## src/rtl/uart_reg_bridge.sv

```systemverilog
// Serial command bridge: parses SYNC/CMD/ADDR/DATA/CHK frames from the UART RX FIFO and drives
// register strobes and ACK/NAK/read responses. Optional inter-byte timeout: UART_REG_BRIDGE_TIMEOUT_EN.
module uart_reg_bridge #(
  parameter logic [7:0]  SYNC_BYTE      = 8'hA5,
  parameter logic [7:0]  ACK_BYTE       = 8'h4B,
  parameter logic [7:0]  NAK_BYTE       = 8'h45,
  parameter logic [7:0]  RD_HDR         = 8'h5A,
  parameter logic [23:0] TIMEOUT_CYCLES = 24'd1000000
) (
  input  logic       clk,
  input  logic       reset,
  input  logic       rx_fifo_empty,
  input  logic [7:0] r_data,
  output logic       r_uart,
  input  logic       tx_fifo_full,
  output logic [7:0] w_data,
  output logic       w_uart,
  output logic [7:0] reg_addr,
  output logic [7:0] reg_wdata,
  output logic       reg_we,
  output logic       reg_re,
  input  logic [7:0] reg_rdata,
  output logic [7:0] frame_cnt,
  output logic [7:0] err_cnt
);

  localparam logic [3:0] S_HUNT       = 4'd0;
  localparam logic [3:0] S_GET_CMD    = 4'd1;
  localparam logic [3:0] S_GET_ADDR   = 4'd2;
  localparam logic [3:0] S_GET_DATA   = 4'd3;
  localparam logic [3:0] S_GET_CHK    = 4'd4;
  localparam logic [3:0] S_EXEC       = 4'd5;
  localparam logic [3:0] S_RD_CAP     = 4'd6;
  localparam logic [3:0] S_SEND_FIRST = 4'd7;
  localparam logic [3:0] S_SEND_LAST  = 4'd8;

  localparam logic [1:0] K_NAK = 2'd0;
  localparam logic [1:0] K_WR  = 2'd1;
  localparam logic [1:0] K_RD  = 2'd2;

  logic [3:0] state_q, state_d;
  logic [7:0] cmd_q, cmd_d, addr_q, addr_d, data_q, data_d;
  logic [1:0] kind_q, kind_d;
  logic [7:0] reg_addr_q, reg_addr_d, reg_wdata_q, reg_wdata_d;
  logic       reg_we_q, reg_we_d, reg_re_q, reg_re_d;
  logic [7:0] tx_byte_q, tx_byte_d, w_data_q, w_data_d;
  logic       w_uart_q, w_uart_d;
  logic [7:0] frame_cnt_q, frame_cnt_d, err_cnt_q, err_cnt_d;
  logic       pop;
  logic [7:0] chk_calc;
`ifdef UART_REG_BRIDGE_TIMEOUT_EN
  logic [23:0] to_q, to_d;
`endif

  // States 0..4 are the receive states; popping is purely combinational from the FIFO flag.
  assign pop      = (state_q <= S_GET_CHK) && !rx_fifo_empty && !reset;
  assign chk_calc = cmd_q ^ addr_q ^ data_q;

  assign r_uart    = pop;
  assign w_data    = w_data_q;
  assign w_uart    = w_uart_q;
  assign reg_addr  = reg_addr_q;
  assign reg_wdata = reg_wdata_q;
  assign reg_we    = reg_we_q;
  assign reg_re    = reg_re_q;
  assign frame_cnt = frame_cnt_q;
  assign err_cnt   = err_cnt_q;

  always_comb begin
    state_d     = state_q;
    cmd_d       = cmd_q;
    addr_d      = addr_q;
    data_d      = data_q;
    kind_d      = kind_q;
    reg_addr_d  = reg_addr_q;
    reg_wdata_d = reg_wdata_q;
    reg_we_d    = 1'b0;
    reg_re_d    = 1'b0;
    tx_byte_d   = tx_byte_q;
    w_data_d    = w_data_q;
    w_uart_d    = 1'b0;
    frame_cnt_d = frame_cnt_q;
    err_cnt_d   = err_cnt_q;
`ifdef UART_REG_BRIDGE_TIMEOUT_EN
    to_d        = '0;
`endif
    case (state_q)
      S_HUNT:     if (pop && r_data == SYNC_BYTE) state_d = S_GET_CMD;
      S_GET_CMD:  if (pop) begin cmd_d  = r_data; state_d = S_GET_ADDR; end
      S_GET_ADDR: if (pop) begin addr_d = r_data; state_d = S_GET_DATA; end
      S_GET_DATA: if (pop) begin data_d = r_data; state_d = S_GET_CHK;  end
      S_GET_CHK: if (pop) begin
        state_d = S_EXEC;
        if (chk_calc == r_data && cmd_q == 8'h01) begin
          kind_d      = K_WR;
          reg_we_d    = 1'b1;
          reg_addr_d  = addr_q;
          reg_wdata_d = data_q;
        end else if (chk_calc == r_data && cmd_q == 8'h02) begin
          kind_d     = K_RD;
          reg_re_d   = 1'b1;
          reg_addr_d = addr_q;
        end else begin
          kind_d = K_NAK;
        end
      end
      S_EXEC: begin
        if (kind_q == K_RD) begin
          state_d = S_RD_CAP;
        end else begin
          state_d = S_SEND_LAST;
          if (kind_q == K_WR) begin
            tx_byte_d   = ACK_BYTE;
            frame_cnt_d = frame_cnt_q + 8'd1;
          end else begin
            tx_byte_d = NAK_BYTE;
            err_cnt_d = err_cnt_q + 8'd1;
          end
          if (!tx_fifo_full) begin w_uart_d = 1'b1; w_data_d = tx_byte_d; end
        end
      end
      S_RD_CAP: begin
        tx_byte_d   = reg_rdata;
        frame_cnt_d = frame_cnt_q + 8'd1;
        state_d     = S_SEND_FIRST;
        if (!tx_fifo_full) begin w_uart_d = 1'b1; w_data_d = RD_HDR; end
      end
      // A high w_uart_q in a send state means that state's byte is leaving this cycle.
      S_SEND_FIRST: begin
        if (w_uart_q) begin
          state_d = S_SEND_LAST;
          if (!tx_fifo_full) begin w_uart_d = 1'b1; w_data_d = tx_byte_q; end
        end else if (!tx_fifo_full) begin
          w_uart_d = 1'b1;
          w_data_d = RD_HDR;
        end
      end
      S_SEND_LAST: begin
        if (w_uart_q) state_d = S_HUNT;
        else if (!tx_fifo_full) begin w_uart_d = 1'b1; w_data_d = tx_byte_q; end
      end
      default: state_d = S_HUNT;
    endcase
`ifdef UART_REG_BRIDGE_TIMEOUT_EN
    // Idle-wait counter for a partial frame; expiry drops the frame silently.
    if (state_q >= S_GET_CMD && state_q <= S_GET_CHK && rx_fifo_empty) begin
      if (to_q + 24'd1 == TIMEOUT_CYCLES) begin
        state_d   = S_HUNT;
        err_cnt_d = err_cnt_q + 8'd1;
      end else begin
        to_d = to_q + 24'd1;
      end
    end
`endif
  end

  always_ff @(posedge clk or posedge reset) begin
    if (reset) begin
      state_q     <= S_HUNT;
      cmd_q       <= '0;
      addr_q      <= '0;
      data_q      <= '0;
      kind_q      <= K_NAK;
      reg_addr_q  <= '0;
      reg_wdata_q <= '0;
      reg_we_q    <= 1'b0;
      reg_re_q    <= 1'b0;
      tx_byte_q   <= '0;
      w_data_q    <= '0;
      w_uart_q    <= 1'b0;
      frame_cnt_q <= '0;
      err_cnt_q   <= '0;
`ifdef UART_REG_BRIDGE_TIMEOUT_EN
      to_q        <= '0;
`endif
    end else begin
      state_q     <= state_d;
      cmd_q       <= cmd_d;
      addr_q      <= addr_d;
      data_q      <= data_d;
      kind_q      <= kind_d;
      reg_addr_q  <= reg_addr_d;
      reg_wdata_q <= reg_wdata_d;
      reg_we_q    <= reg_we_d;
      reg_re_q    <= reg_re_d;
      tx_byte_q   <= tx_byte_d;
      w_data_q    <= w_data_d;
      w_uart_q    <= w_uart_d;
      frame_cnt_q <= frame_cnt_d;
      err_cnt_q   <= err_cnt_d;
`ifdef UART_REG_BRIDGE_TIMEOUT_EN
      to_q        <= to_d;
`endif
    end
  end

endmodule

```

## config.mk

```make
export PLATFORM = sky130hd
export DESIGN_NAME = uart_reg_bridge
export DESIGN_NICKNAME = d
export VERILOG_FILES = /design/src/rtl/uart_reg_bridge.sv
export SDC_FILE = /design/constraint.sdc
export NUM_CORES = 1
export LEC_CHECK = 0
export CORE_ASPECT_RATIO = 1.4
export CORE_UTILIZATION = 45
export CTS_CLUSTER_DIAMETER = 150
export DETAILED_ROUTE_END_ITERATION = 10
export DONT_BUFFER_PORTS = 1
export GPL_TIMING_DRIVEN = 0
export HOLD_SLACK_MARGIN = 0.05
export SYNTH_ARGS = -nofsm -noshare
export SYNTH_HDL_FRONTEND = slang
export SYNTH_SLANG_ARGS = --single-unit
export TNS_END_PERCENT = 30
```

## constraint.sdc

```tcl
create_clock -name clk -period 2.92 [get_ports clk]
set_input_delay 0.584 -clock clk [delete_from_list [all_inputs] [get_ports clk]]
set_output_delay 0.584 -clock clk [all_outputs]
set_load 0.02 [all_outputs]
```

==> qor.csv <==
stage;metric;value;unit
status;status;complete, no violations;
worst_setup_path;worstSetupPathType;reg -> out;
worst_setup_path;critPathMaxStageDelay;1.03;ns
timing;fmax;0.372;GHz
routing;dr.pass1.iters;4;
cts;htree_levels;3;
cts;cts_setup_buffers;0;
logic_synthesis;synth.largest_area_cell;dfrtp_1;
routing;ant_nets;0;
worst_setup_path;reg2reg_depth;5;
worst_setup_path;r2r-end;reg_addr[4];
floorplan;ios;64;
logic_synthesis;synth_area_leaders;dfrtp_1, mux2_2, xnor2_1;
logic_synthesis;async_reset_ff_share;100;%
cts;cts_num_sinks;81;
grt;grt_first_pass_wirelength;12400;um
cts;cts_buffers;9;
timing;final_max_slew_viol_count;0;
logic_synthesis;ys_ff_latch;81;
placement;dp_cells;418;
cts;clk_latency;0.34;ns
worst_setup_path;cp-end-kind;output port;
logic_synthesis;synthFlopType;dfrtp_1;
cts;cts-resized-gates;0;
floorplan;start_util;46.6;%
cts;cts-root-buf;clkbuf_16;
grt;antenna_found_initial;0;
logic_synthesis;synthTopCellsByCount;dfrtp_1, mux2_2, xnor2_1;
routing;wire_per_inst;17.3;um
timing;tightest_slew;1.14;ns
worst_setup_path;slowest_stage;a2111oi_1;
routing;vias_per_cell;5.42;
timing;min_period;2.69;ns
min_path;hold_class;in -> async;
cts;cts.reportedPaths.clkPinSlew;0.06;ns
routing;post-route-drc-count;0;
timing;rsz0062_at_grt;no;
logic_synthesis;syn_nets;339;
cells_and_area;nNetsFinal;351;
grt;grtUsageTotal;18.9;%
worst_setup_path;critical_path.max_fanout;5;
grt;grt_pass1_vias;2471;
logic_synthesis;yosysMostFrequentCell;dfrtp_1;
cells_and_area;diodes;0;
logic_synthesis;synth.distinct_cells;49;
floorplan;die_h;111;um
cells_and_area;stdcell_count;433;
cells_and_area;fill_cells;700;
worst_setup_path;startpoint_type;flop;
placement;gp_congestion;0.800;
floorplan;rows;39;
timing;skew;0.00708;ns
cts;cts_tree;done;
timing;finalHoldViolations;0;
routing;wl;7470;um
cts;cts-hold-fix-buffers;0;
timing;timing.final.crit_share;92.1;%
routing;vias;2348;
logic_synthesis;synth_edf_count;0;
worst_setup_path;rrSetupSlack;0.30;ns
logic_synthesis;synth_cells;315;
logic_synthesis;synth.avg_cell_area;12.1;um^2
logic_synthesis;yosysWarnings;0;
grt;grt_max_degree;49;
grt;grt-ovfl-total;0;
worst_setup_path;critPathRequiredTime;2.34;ns
timing;setup_violations;0;
worst_setup_path;rr_startpoint;state_q[0];
floorplan;fp.dieW;79.6;um
logic_synthesis;netlist_area;3800;um^2
job;maxCapViolCount;0;
worst_setup_path;path_cells;or2_2 > a2111oi_1;
logic_synthesis;yosysTopAreaCellShare;53.4;%
cells_and_area;final_util;52.2;%
power_and_ir_drop;peakVddDrop;0.460;mV
cells_and_area;area_delta_synth_final;12.0;%
floorplan;coreArea;8150;um^2
worst_setup_path;arrival;2.10;ns
logic_synthesis;ys_seq_area_share;53.4;%
placement;dp_hpwl;5450;um
routing;drt-initial-drc-count;123;
timing;slew_headroom;23.8;%
cts;clockBufferDepth;2;
power_and_ir_drop;power.density;1010;nW/um^2
placement;port-buffer-count;0;
cells_and_area;drive_above_1_share;21.8;%
power_and_ir_drop;p_leak;1.88;nW
timing;whs;0.134;ns
floorplan;dieArea;8810;um^2
-- layout by cell type, fill, tap and decap left out, drive strengths merged, types with 5 or more instances in the layout --
cell type	Yosys	layout
nand4	7	7
nor3	5	5
mux2	44	44
xnor2	26	26
nand2b	6	6
nand2	22	22
dfrtp	81	81
o21ai	13	13
clkbuf	7	20
o31ai	5	5
xor2	12	12
a21oi	10	10
nor2	16	16
inv	12	12
-- cell families (layout without fill, tap and decap cells) --
group | after synthesis | count (layout) | synth area share, %
buffers and inverters | 21 | 37 | 2.37
and+or+nand+nor | 80 | 80 | 12.4
AOI/OAI and AO/OA | 47 | 47 | 8.70
adders and majority gates | 4 | 4 | 1.32
xor gates and xnor gates | 38 | 38 | 8.77
DFF | 81 | 81 | 53.4
muxes | 44 | 44 | 13.1
-- flip-flops by register name, summed over array words and instances, names as in the netlist, 8 cells and up --
name,flops
tx_byte_q,8
reg_addr,8
cmd_q,8
frame_cnt,8
reg_wdata,8
err_cnt,8
w_data,8
addr_q,8
data_q,8
-- cell type report --
class,instances,area [um^2],share of cell area [%]
repair buffers,1,27.5,0.647
multi-input cells,213,1680,39.5
clock inverters,2,37.5,0.883
inverters,12,47.5,1.12
clock buffers,13,260,6.12
flip-flops and latches,81,2030,47.7
well taps,102,128,3.00
plain buffers,9,45.0,1.06
-- critical path, delay by kind of cell (launching register included) --
family | cells | cell delay [ns]
flops | 1 | 0.41
compound gates | 1 | 1.03
simple gates | 1 | 0.33
-- worst max path at each step --
stage	startpoint	end	slack, ns
final	state_q[0]	r_uart	0.23
after global routing	state_q[0]	r_uart	0.16
after CTS	state_q[0]	r_uart	0.20
after detailed placement	state_q[0]	reg_addr[4]	0.28
after global placement	reset	reg_wdata[7]	-0.59
after floorplan	reset	addr_q[0]	0.26
-- stage by stage --
step | setup TNS [ns] | instance area (um^2) | worst slack [ns] | total power, mW
after floorplan | 0 | 3800 | 0.256 | 2.91
after global placement | -47.87 | 3920 | -0.594 | 3.17
after detailed placement | 0 | 3960 | 0.279 | 3.21
after CTS | 0 | 4250 | 0.197 | 4.36
after global routing | 0 | 4250 | 0.157 | 4.59
final | 0 | 4250 | 0.232 | 4.30
-- per-layer routing --
layer  GRT usage, %  routed length (um)
met4           10.3                 248
met1           21.5                3010
met5              0                   0
met2           30.9                3860
met3           5.68                 357
-- where the power goes --
part / internal, mW / switching, mW / leakage, nW
Clock: 0.705 / 0.428 / 0.142
Sequential: 1.44 / 0.384 / 1.05
Combinational: 0.648 / 0.699 / 0.684
Note: power is estimated with default switching activity, not from simulation.
